### src/rtl/hack_loader_pkg.sv
// Shared definitions for the Hack boot loader: FSM state encoding, default
// frame sync byte and the length-field bounds helper.
package hack_loader_pkg;

    typedef enum logic [3:0] {
        ST_SYNC_WAIT = 4'd0,
        ST_LEN_H     = 4'd1,
        ST_LEN_L     = 4'd2,
        ST_DATA_H    = 4'd3,
        ST_DATA_L    = 4'd4,
        ST_WRITE     = 4'd5,
        ST_CSUM      = 4'd6,
        ST_RUN       = 4'd7,
        ST_ERROR     = 4'd8
    } state_t;

    localparam logic [7:0] SYNC_DEFAULT = 8'hA5;

    // Frame layout on the wire: SYNC, LEN_H, LEN_L, N x (DATA_H, DATA_L), CSUM.
    localparam int LEN_W = 16;

    // A length is usable when it names at least one word and fits the ROM.
    function automatic logic len_ok(input logic [LEN_W-1:0] n, input int addr_w);
        logic [LEN_W:0] depth;
        depth = (LEN_W+1)'(1) << addr_w;
        return (n != '0) && ({1'b0, n} <= depth);
    endfunction

endpackage

### src/rtl/hack_rom_loader.sv
// Framed UART byte stream -> instruction ROM writes with XOR checksum; holds CPU in reset until valid.
// Registered outputs (rx_ready is a state decode); rx_ready drops only in the one-cycle WRITE state.
module hack_rom_loader
    import hack_loader_pkg::*;
#(
    parameter int         ADDR_W = 15,
    parameter logic [7:0] SYNC   = SYNC_DEFAULT
) (
    input  logic              clk,
    input  logic              rstn,
    input  logic [7:0]        rx_data,
    input  logic              rx_valid,
    output logic              rx_ready,
    output logic              rom_we,
    output logic [ADDR_W-1:0] rom_waddr,
    output logic [15:0]       rom_wdata,
    output logic              cpu_rstn,
    output logic              loaded,
    output logic              error
);

    state_t              state;
    state_t              next_state;
    logic [LEN_W-1:0]    len_q;
    logic [7:0]          hi_q;
    logic [7:0]          csum_q;
    logic [ADDR_W-1:0]   index_q;
    logic                accept;
    logic                last_word;
    logic                start;

    assign accept    = rx_valid && rx_ready;
    assign last_word = (LEN_W'(index_q) == len_q - LEN_W'(1));
    assign start     = (state == ST_SYNC_WAIT || state == ST_RUN || state == ST_ERROR)
                       && (next_state == ST_LEN_H);

    always_ff @(posedge clk) begin
        if (!rstn) begin
            state <= ST_SYNC_WAIT;
        end else begin
            state <= next_state;
        end
    end

    always_comb begin
        next_state = state;
        unique case (state)
            ST_SYNC_WAIT: if (accept && rx_data == SYNC) next_state = ST_LEN_H;
            ST_LEN_H:     if (accept) next_state = ST_LEN_L;
            ST_LEN_L: begin
                if (accept) begin
                    next_state = len_ok({len_q[15:8], rx_data}, ADDR_W) ? ST_DATA_H : ST_ERROR;
                end
            end
            ST_DATA_H:    if (accept) next_state = ST_DATA_L;
            ST_DATA_L:    if (accept) next_state = ST_WRITE;
            ST_WRITE:     next_state = last_word ? ST_CSUM : ST_DATA_H;
            ST_CSUM: begin
                if (accept) next_state = (rx_data == csum_q) ? ST_RUN : ST_ERROR;
            end
            ST_RUN, ST_ERROR: if (accept && rx_data == SYNC) next_state = ST_LEN_H;
            default:      next_state = ST_SYNC_WAIT;
        endcase
    end

    always_comb begin
        rx_ready = (state != ST_WRITE);
    end

    // Status outputs are registered from next_state so they line up with the state itself.
    always_ff @(posedge clk) begin
        if (!rstn) begin
            rom_we    <= 1'b0;
            rom_waddr <= '0;
            rom_wdata <= '0;
            cpu_rstn  <= 1'b0;
            loaded    <= 1'b0;
            error     <= 1'b0;
            len_q     <= '0;
            hi_q      <= '0;
            csum_q    <= '0;
            index_q   <= '0;
        end else begin
            rom_we   <= (next_state == ST_WRITE);
            cpu_rstn <= (next_state == ST_RUN);
            loaded   <= (next_state == ST_RUN);
            error    <= (next_state == ST_ERROR);

            if (start) begin
                csum_q  <= '0;
                index_q <= '0;
            end

            unique case (state)
                ST_LEN_H: if (accept) len_q[15:8] <= rx_data;
                ST_LEN_L: if (accept) len_q[7:0]  <= rx_data;
                ST_DATA_H: begin
                    if (accept) begin
                        hi_q   <= rx_data;
                        csum_q <= csum_q ^ rx_data;
                    end
                end
                ST_DATA_L: begin
                    if (accept) begin
                        csum_q    <= csum_q ^ rx_data;
                        rom_waddr <= index_q;
                        rom_wdata <= {hi_q, rx_data};
                    end
                end
                ST_WRITE: if (!last_word) index_q <= index_q + ADDR_W'(1);
                default: ;
            endcase
        end
    end

endmodule

### config.mk
export PLATFORM = sky130hd
export DESIGN_NAME = hack_rom_loader
export DESIGN_NICKNAME = d
export VERILOG_FILES = /design/src/rtl/hack_loader_pkg.sv /design/src/rtl/hack_rom_loader.sv
export SDC_FILE = /design/constraint.sdc
export NUM_CORES = 1
export LEC_CHECK = 0
export ABC_AREA = 1
export CAP_MARGIN = 25
export CORE_ASPECT_RATIO = 0.75
export CORE_MARGIN = 2
export CORE_UTILIZATION = 61
export CTS_BUF_LIST = sky130_fd_sc_hd__clkbuf_16
export CTS_CLUSTER_SIZE = 40
export DETAILED_ROUTE_END_ITERATION = 12
export PLACE_DENSITY = 0.85
export SYNTH_ARGS = -nofsm -noshare
export SYNTH_HDL_FRONTEND = slang
export SYNTH_SLANG_ARGS = --single-unit
### constraint.sdc
create_clock -name clk -period 6.21 [get_ports clk]
set_clock_uncertainty 0.2 [all_clocks]
set_input_delay 1.242 -clock clk [delete_from_list [all_inputs] [get_ports clk]]
set_output_delay 1.242 -clock clk [all_outputs]
set_load 0.01 [all_outputs]
==> results.cfg <==
[detailed_routing]
drcViolationCount = 0
ant_nets = 0
drt_first_pass_iters = 5
wl_um = 11400
vias = 4277
wl_per_cell_um = 14.5
viasPerCell = 5.41
dr.first_iter.drc_count = 305

[synth]
synthArstFlopShare = 0
yosysTopAreaCell = dfxtp_1
yosysSeqAreaShare = 0.371
synth_warnings = 0
ys_types = 35
avgSynthCellArea_um2 = 7.06
synth_nets = 662
synthFlopType = dfxtp_1
synth_edf_count = 0
synthCells = 649
netlist_area_um2 = 4580
synth_top_area_frac = 0.371
synth-seq-cells = 85
synth_top_cells_by_area = dfxtp_1 (37%), nand2_1 (10%), inv_1 (7.0%), a21oi_1 (6.6%), o21ai_0 (5.6%)

[floorplanning]
start_util = 0.628
die_x_um = 104
rows = 27
die-area_um2 = 8230
io_pins = 47
die_height_um = 79.0
core_area_um2 = 7300

[clock_tree]
postCtsSetupBuffers = 0
htree_levels = 3
cts_root_buf = clkbuf_16
cts_num_sinks = 85
cts.repair.resized = 0
cts_tree = done
cts_hold_buf = 0
cts_buffers = 9
clk_pin_slew_worst_paths_ps = 60
cts_max_path_buffers = 2
clk_latency_ps = 340

[hold_path]
min_from = rom_wdata[8]
hold_class = flop to flop

[sta]
fin_ws_ps = 2550
relSlewSlack = 0.635
final-setup-viol-count = 0
rsz0062_at_grt = no
fin_crit_sh = 0.590
worst_slew_pin_slew_ps = 546
fin_tns_setup_ps = 0
period_minus_slack_ps = 3660
hold_violations = 0
fmax_mhz = 273
finalMaxSlewViolations = 0

[setup_path]
r2r_end = index_q[1]
slowest_stage = clkdlybuf4s50_1
cp_top_family = buffers and inverters
start_kind = input pin
reg2reg_from = len_q[0]
worst-path-stages = 7
critPathArrivalTime_ps = 3730
crit_start = rx_valid
critical_path.max_fanout = 34
r2r_cells = 16
cp.required_ps = 6280
critPathCapture = csum_q[4]
crit_chain = clkdlybuf4s50_1 > nand3_2 > buf_4 > nand2_2 > inv_2 > or2_2 > a21oi_2
critPathBufInv = 3
r2r_slack_ps = 3630
critPathMaxStageDelay_ps = 740
critPathKind = input pin to flop
setup.worst_path.end_class = flop

[power_and_ir_drop]
fin_total_pwr_mw = 2.06
ir_drop_uv = 183
p_leak_nw = 2.11
cellPowerDensity_nw_per_um2 = 383

[flow_run]
maxCapViolations = 0

[global_route]
grt_use_total = 0.287
grt_max_degree = 52
grt_pass1_vias = 3969
antenna_found_initial = 0
overflow = 0
grt_pass1_wl_um = 18800

[cells_and_area]
final_area_um2 = 5380
layout-drive-gt1-share = 0.141
syn2layout_area_growth_pct = 17.5
fin_nets = 697
antenna_cells = 0
post-route-util = 0.738

[placement]
place_worst_setup_slack_ps = 2260
dpl_cell_area_um2 = 5060
dp_hpwl_um = 8110
io_buffers = 46
routabilityCongestion = 0.907

[outcome]
status = completed
## cell families after synthesis
family,share of synthesized area
fa+ha+maj,0.00546
buf+inv,0.110
flops,0.371
simple gates,0.313
xor+xnor,0.0287
compound gates,0.172
## routing by layer
layer  track usage  up-vias  share of wire
met1         0.371     1953           0.45
met4        0.0973        0          0.020
met2         0.483      144           0.47
met3        0.0583       26          0.060
li1              -     2154              -
met5             0        -              0
## where the power goes
group          total (mW)  internal (mW)  leakage (nW)  switching, mW
Combinational       0.827          0.284          1.27          0.542
Sequential          0.654          0.601         0.685         0.0534
Clock               0.581          0.354         0.154          0.227
Total                2.06           1.24          2.11          0.823
## Yosys cell counts, drive strengths merged (3+ instances only)
| library cell | count |
|---|---|
| nand2 | 139 |
| inv | 95 |
| dfxtp | 85 |
| a21oi | 81 |
| nand3 | 65 |
| nor2 | 61 |
| o21ai | 52 |
| clkbuf | 16 |
| buf | 9 |
| xor2 | 9 |
| nand4 | 8 |
| nor3 | 7 |
| xnor2 | 6 |
| or2 | 4 |
| a31oi | 3 |
## state kept, by name, summed over array words and instances, names as in the netlist
signal / cells
error: 1
csum_q: 8
state: 4
index_q: 15
len_q: 16
loaded: 1
rom_wdata: 16
hi_q: 8
rom_we: 1
rom_waddr: 15
## worst register-to-register path, delay by kind of cell (launching register included)
kind / cells / cell delay [ps]
AO/OA/AOI/OAI: 1 / 140
flip-flops: 1 / 310
AND/OR/NAND/NOR: 13 / 1520
buffers and inverters: 1 / 90
adder cells (fa/ha/maj): 1 / 260
## metrics by stage
stage / instances / hold WS (ps)
after global routing: 790 / 266
after CTS: 790 / 248
final: 790 / 245
after floorplan: 649 / 238
after global placement: 774 / 233
after detailed placement: 774 / 238
## placed cells by master (no fill, tap or decap), drive strengths merged, types with 3 or more instances in the layout
cell           count
nand3             65
clkbuf             9
nor3               7
clkinv             4
o21ai             52
dfxtp             85
xor2               9
xnor2              6
a21oi             81
clkdlybuf4s50     46
inv               97
or2                4
nor2              61
nand2            139
nand4              8
a31oi              3
buf                3
## layout make-up
type                            instances  area (um^2)
Clock inverter                          7         97.6
Multi-Input combinational cell        442         2380
Fill cell                             597         1910
Tap cell                              101          126
Clock buffer                            9          225
Sequential cell                        85         1700
Timing Repair Buffer                   49          483
Inverter                               97          367
## worst min path at each step
stage / slack, ps / cells after the start / end
after floorplan: 240 / 2 / hi_q[0]
after global placement: 230 / 2 / rom_waddr[4]
after detailed placement: 240 / 2 / rom_wdata[8]
after CTS: 250 / 2 / rom_wdata[8]
after global routing: 270 / 2 / rom_waddr[1]
final: 240 / 2 / rom_wdata[8]
(Power assumes the default switching activity.)
